**src/rtl/conv_seq_ctrl.sv**
```systemverilog
// Convolution sequencer: validates job geometry, issues one image/kernel read
// per (kernel, output, tap) and drives latency-aligned accumulate/write strobes.
module conv_seq_ctrl #(
  parameter int RD_LAT = 1,
  parameter int IA_W   = 16
) (
  input  logic            clk,
  input  logic            reset,
  input  logic            start,
  input  logic            soft_reset,
  input  logic [2:0]      kern_cols,
  input  logic [7:0]      cols,
  input  logic [2:0]      kerns,
  input  logic [7:0]      stride,
  input  logic [7:0]      result_cols,
  input  logic            dp_ready,
  input  logic            accum_ovrflow,
  output logic            rd_en,
  output logic [IA_W-1:0] img_addr,
  output logic [5:0]      kern_addr,
  output logic            acc_clr,
  output logic            acc_en,
  output logic            res_wr,
  output logic [10:0]     res_addr,
  output logic            busy,
  output logic            done,
  output logic            err_bounds,
  output logic            ovf_flag,
  output logic [2:0]      state_dbg
);

  // Handshake: an issue happens on every clock edge where rd_en=1, and rd_en
  // is only raised in RUN while dp_ready=1; dp_ready=0 freezes the counters.
  typedef enum logic [2:0] {
    S_IDLE  = 3'd0,
    S_CHECK = 3'd1,
    S_RUN   = 3'd2,
    S_DRAIN = 3'd3,
    S_DONE  = 3'd4
  } state_t;

  localparam int DW = $clog2(RD_LAT + 2);
  localparam logic [DW-1:0] DRAIN_LAST = DW'(RD_LAT);

  state_t state, state_nxt;

  logic            start_d, launch;
  logic [2:0]      kc_s, kerns_s;
  logic [7:0]      cols_s, rc_s, stride_s;
  logic [2:0]      t_cnt, k_cnt;
  logic [7:0]      r_cnt;
  logic [IA_W-1:0] r_base;
  logic [5:0]      k_base;
  logic [10:0]     out_idx;
  logic [DW-1:0]   drain_cnt;
  logic [16:0]     span;
  logic            geom_zero, geom_oob;
  logic            t_last, r_last, k_last;

  logic [RD_LAT-1:0] en_dl, first_dl, last_dl;
  logic [10:0]       addr_dl [RD_LAT];

  assign launch    = start & ~start_d;
  assign busy      = (state != S_IDLE);
  assign state_dbg = state;

  // Full-width span so large stride*result_cols products cannot wrap.
  assign span      = (({9'd0, rc_s} - 17'd1) * {9'd0, stride_s}) + {14'd0, kc_s};
  assign geom_zero = (kc_s == 3'd0) || (kerns_s == 3'd0) || (rc_s == 8'd0);
  assign geom_oob  = span > {9'd0, cols_s};

  assign t_last = (t_cnt == kc_s - 3'd1);
  assign r_last = (r_cnt == rc_s - 8'd1);
  assign k_last = (k_cnt == kerns_s - 3'd1);

  assign img_addr  = r_base + IA_W'(t_cnt);
  assign kern_addr = k_base + {3'd0, t_cnt};
  assign acc_en    = en_dl[RD_LAT-1];
  assign acc_clr   = en_dl[RD_LAT-1] & first_dl[RD_LAT-1];

  always_ff @(posedge clk or negedge reset) begin
    if (!reset) state <= S_IDLE;
    else        state <= state_nxt;
  end

  always_comb begin
    state_nxt = state;
    rd_en     = 1'b0;
    case (state)
      S_IDLE:  if (launch) state_nxt = S_CHECK;
      S_CHECK: state_nxt = (geom_zero || geom_oob) ? S_DONE : S_RUN;
      S_RUN: begin
        if (dp_ready) begin
          rd_en = 1'b1;
          if (t_last && r_last && k_last) state_nxt = S_DRAIN;
        end
      end
      S_DRAIN: if (drain_cnt == DRAIN_LAST) state_nxt = S_DONE;
      S_DONE:  state_nxt = S_IDLE;
      default: state_nxt = S_IDLE;
    endcase
    if (soft_reset) state_nxt = S_IDLE;
  end

  always_ff @(posedge clk or negedge reset) begin
    if (!reset) begin
      start_d    <= 1'b0;
      kc_s       <= '0;
      kerns_s    <= '0;
      cols_s     <= '0;
      rc_s       <= '0;
      stride_s   <= '0;
      t_cnt      <= '0;
      k_cnt      <= '0;
      r_cnt      <= '0;
      r_base     <= '0;
      k_base     <= '0;
      out_idx    <= '0;
      drain_cnt  <= '0;
      en_dl      <= '0;
      first_dl   <= '0;
      last_dl    <= '0;
      for (int i = 0; i < RD_LAT; i++) addr_dl[i] <= '0;
      res_wr     <= 1'b0;
      res_addr   <= '0;
      done       <= 1'b0;
      err_bounds <= 1'b0;
      ovf_flag   <= 1'b0;
    end else if (soft_reset) begin
      // start_d follows start so a level still held high cannot relaunch.
      start_d    <= start;
      t_cnt      <= '0;
      k_cnt      <= '0;
      r_cnt      <= '0;
      r_base     <= '0;
      k_base     <= '0;
      out_idx    <= '0;
      drain_cnt  <= '0;
      en_dl      <= '0;
      first_dl   <= '0;
      last_dl    <= '0;
      for (int i = 0; i < RD_LAT; i++) addr_dl[i] <= '0;
      res_wr     <= 1'b0;
      res_addr   <= '0;
      done       <= 1'b0;
      err_bounds <= 1'b0;
      ovf_flag   <= 1'b0;
    end else begin
      start_d <= start;

      if (state == S_IDLE && launch) begin
        kc_s       <= kern_cols;
        kerns_s    <= kerns;
        cols_s     <= cols;
        rc_s       <= result_cols;
        stride_s   <= (stride == 8'd0) ? 8'd1 : stride;
        done       <= 1'b0;
        err_bounds <= 1'b0;
        ovf_flag   <= 1'b0;
      end else if (busy && accum_ovrflow) begin
        ovf_flag <= 1'b1;
      end

      if (state == S_CHECK) begin
        t_cnt   <= '0;
        k_cnt   <= '0;
        r_cnt   <= '0;
        r_base  <= '0;
        k_base  <= '0;
        out_idx <= '0;
        if (!geom_zero && geom_oob) err_bounds <= 1'b1;
      end

      // Running bases replace r*stride and k*kern_cols products.
      if (rd_en) begin
        if (t_last) begin
          t_cnt   <= '0;
          out_idx <= out_idx + 11'd1;
          if (r_last) begin
            r_cnt  <= '0;
            r_base <= '0;
            k_cnt  <= k_cnt + 3'd1;
            k_base <= k_base + {3'd0, kc_s};
          end else begin
            r_cnt  <= r_cnt + 8'd1;
            r_base <= r_base + IA_W'(stride_s);
          end
        end else begin
          t_cnt <= t_cnt + 3'd1;
        end
      end

      drain_cnt <= (state == S_DRAIN) ? drain_cnt + 1'b1 : '0;
      if (state == S_DONE) done <= 1'b1;

      en_dl[0]    <= rd_en;
      first_dl[0] <= (t_cnt == 3'd0);
      last_dl[0]  <= t_last;
      addr_dl[0]  <= out_idx;
      for (int i = 1; i < RD_LAT; i++) begin
        en_dl[i]    <= en_dl[i-1];
        first_dl[i] <= first_dl[i-1];
        last_dl[i]  <= last_dl[i-1];
        addr_dl[i]  <= addr_dl[i-1];
      end

      res_wr   <= en_dl[RD_LAT-1] & last_dl[RD_LAT-1];
      res_addr <= addr_dl[RD_LAT-1];
    end
  end

endmodule

```
**config.mk**
```make
export PLATFORM = sky130hd
export DESIGN_NAME = conv_seq_ctrl
export DESIGN_NICKNAME = d
export VERILOG_FILES = /design/src/rtl/conv_seq_ctrl.sv
export SDC_FILE = /design/constraint.sdc
export NUM_CORES = 1
export LEC_CHECK = 0
export CAP_MARGIN = 20
export CORE_MARGIN = 2
export CORE_UTILIZATION = 60
export DETAILED_ROUTE_END_ITERATION = 8
export GPL_TIMING_DRIVEN = 0
export MAX_ROUTING_LAYER = met4
export PLACE_DENSITY_LB_ADDON = 0.12
export SLEW_MARGIN = 5
export SYNTH_ARGS = -nofsm -noshare
export SYNTH_HDL_FRONTEND = slang
export SYNTH_SLANG_ARGS = --single-unit
```
**constraint.sdc**
```tcl
create_clock -name clk -period 8.6 [get_ports clk]
set_input_delay 1.72 -clock clk [delete_from_list [all_inputs] [get_ports clk]]
set_output_delay 1.72 -clock clk [all_outputs]
set_load 0.02 [all_outputs]
```
==> results.md <==
- Outcome: finished clean
- Post-CTS Resized: 0
- Post-CTS Setup Bufs: 0
- Antenna-violating nets left: 0
- Core Region: 0.0151 mm2
- Max-slew headroom: 33.3%
- GRT overflow: 0
- First-pass GRT wire length: 35100 um
- Cell taking the most area after synthesis: dfrtp_1
- Area occupied by registers: 0.00280 mm2
- Initial Utilization: 61.0%
- First DRT Iteration DRCs: 654
- Initial antenna violation count: 0
- Worst skew pair latency: 360 ps
- EDFF count, synth: 0
- Cells after Synth: 1000
- Max Slew Vio Count: 0
- Hold Startpoint: drain_cnt[0]$_DFF_PN0_
- Worst-case clock buffer depth: 2
- CTS tree: done
- Most used routing layer: met2
- CTS Buf Count: 9
- Slowest CP cell: fa_1
- Crit share post-route: 82.8%
- Largest stage delay on the critical path: 540 ps
- Setup CP Type: reg2reg
- Max cap viols: 0
- Post-Syn Nets: 1175
- R2R setup slack: 1480 ps
- Main synth FF type: dfrtp_1
- Cell depth of the worst hold path: 1
- Hold_buf cts: 0
- Drt total wl: 20700 um
- Crit Reg-Reg Endpoint: err_bounds$_DFF_PN0_
- Worst flop-to-flop path startpoint: rc_s[0]$_DFFE_PN0P_
- Htree depth: 3
- Antenna diode count: 0
- R2R depth: 22
- Max Clock Freq: 140 MHz
- Share of cells above drive strength 1: 3.92%
- Nets@finish: 1266
- Most common cell in the netlist: inv_1
- Critical-path cell list: buf_4 > inv_1 > ha_1 > or3b_4 > nor3_1 > xor2_1 > and2_1 > fa_1 > fa_1 > fa_1 > inv_1 > fa_1 > inv_1 > ha_1 > clkbuf_1 > a21o_1 > or4_1 > o22ai_1 > o21ai_0 > xnor2_1 > and4_1 > a311oi_1
- Synth top area cells: dfrtp_1 30%, fa_1 13%, ha_1 11%
- Hpwl dp: 16100 um
- CP Launch Type: flip-flop
- RSZ-0062 raised after global routing: false
- Post-synth top area share: 30.3%
- Largest net degree at the start of global routing: 58
- Multi-input gate area: 0.00583 mm2
- Met1 Use GR: 39.2%
- Met3 GRT Util: 4.22%
- Seq cells post-synth: 112
- Final Wtd Congestion: 0.876
- Die Ht: 128 um
- DRC Markers: 0
- Num ports: 80
- # rows: 45
- DIE AREA: 0.0164 mm2
- Most common cell on crit path: fa_1
- Root buffer cell: clkbuf_16
- Vias: 7316
- Clk sink count: 112
- Worst Setup End Kind: flip-flop
- Syn_area_per_cell: 9.24 um2
- Minimum clock period: 7120 ps
- WHS Endpoint: drain_cnt[0]$_DFF_PN0_
- Unique masters post-synth: 66
- Routed len/inst: 16.1 um
- Ys async rst share: 100%
- Hold Crit Class: reg2reg
- Clock-pin slew on the worst setup and hold paths: 70 ps
- Fin. Hold Viols: 0
- Met2 usage: 43.0%
- Actual slew at the worst max-slew pin: 997 ps
- Endpoints failing setup: 0
- Layout area overhead: 14.7%
- Vias in the first global route: 7133
- Required time worst endpoint: 8800 ps
- Drt first pass iters: 5
- Buffers on Ports: 79
- Vias per inst: 5.70
- Die Wd: 128 um
- GR Util All Layers: 27.7%
- Synth Cell Area: 0.00924 mm2
- CP arrival: 7320 ps
- Post-synth top cells: 128 x inv_1, 112 x dfrtp_1, 86 x nand2_1, 78 x ha_1, 74 x nor2_1
- Register area share after synthesis: 30.3%
- Ys Warns: 0
- Setup TNS: 0 ps
- Worst Skew: 8.99 ps
- Filler cell count: 1169
- Crit path max fanout: 10
## worst max-delay path, delay by kind of cell, from the launching register on
family                     cells  cell delay, ps
xor gates and xnor gates       2             780
AOI/OAI and AO/OA              4             820
DFF                            1             380
and+or+nand+nor                5            1770
buffers and inverters          5             620
adders and majority gates      6            2580
## area by class of cell
class	instances	share of cell area, %
buffer	33	1.23
clock buffer	9	2.12
clock inverter	7	0.720
inverter	128	4.53
multi-input combinational	727	55.0
sequential	112	26.4
tap	188	2.22
timing repair buffer	80	7.73
## flip-flops by register name, summed over array words and instances, names as in the netlist
name	cells
r_base	16
addr_dl	11
out_idx	11
res_addr	11
cols_s	8
r_cnt	8
rc_s	8
stride_s	8
k_base	6
k_cnt	3
kc_s	3
kerns_s	3
state_dbg	3
t_cnt	3
drain_cnt	2
acc_en	1
done	1
err_bounds	1
first_dl	1
last_dl	1
ovf_flag	1
res_wr	1
start_d	1
## logic make-up (layout without fill, tap and decap cells)
logic type               Yosys count  count (layout)  synth area share (%)
flip-flops                       112             112                  30.3
AO/OA/AOI/OAI                    165             165                  11.6
buffers and inverters            161             257                  6.61
multiplexers                      17              17                  2.06
adder cells (fa/ha/maj)          139             139                  23.8
XOR/XNOR                          69              69                  7.34
AND/OR/NAND/NOR                  337             337                  18.3
## cells in the final DEF (no fill, tap or decap), drive strengths merged, types with 11 or more instances in the layout
cell type      synthesis  layout
nor2b                 39      39
a22oi                 11      11
inv                  128     131
and2                  31      31
mux2                  16      16
dfrtp                112     112
o21ai                 44      44
fa                    61      61
and3                  14      14
nor2                  75      75
xnor2                 42      42
clkdlybuf4s50          0      78
nor3                  21      21
nand2                 86      86
a21o                  11      11
xor2                  22      22
ha                    78      78
clkbuf                28      37
a21oi                 34      34
nand3                 28      28
a31oi                 11      11
## how the worst max path moves through the flow
stage,from,to,cells after the start
2_1_floorplan,rc_s[0]$_DFFE_PN0P_,err_bounds$_DFF_PN0_,22
3_3_place_gp,reset,r_base[15]$_DFF_PN0_,1
3_5_place_dp,rc_s[0]$_DFFE_PN0P_,err_bounds$_DFF_PN0_,22
4_1_cts,rc_s[0]$_DFFE_PN0P_,err_bounds$_DFF_PN0_,22
5_1_grt,rc_s[0]$_DFFE_PN0P_,err_bounds$_DFF_PN0_,22
6_report,rc_s[0]$_DFFE_PN0P_,err_bounds$_DFF_PN0_,22
## per-layer routing
metal | share of wire, % | routed length (um) | up-vias
met4 | 1.0 | 211 | 0
met3 | 6.2 | 1280 | 18
met1 | 46 | 9580 | 3526
met5 | 0 | 0 | -
met2 | 46 | 9620 | 241
li1 | - | - | 3531
## metrics by stage
step	worst slack (ps)	cell area, um2	hold WS [ps]	std cells	util (%)
final	1480	10600	458	1284	70.0
after global routing	1130	10600	481	1284	70.0
after CTS	1550	10600	469	1284	70.0
after detailed placement	1590	10300	451	1268	68.0
after global placement	1600	10300	421	1267	67.8
after floorplan	2520	9240	409	1000	-
Power is left out: the tool's default activity adds up to more than one toggle a clock period on the data nets, which glitch-free logic cannot reach.
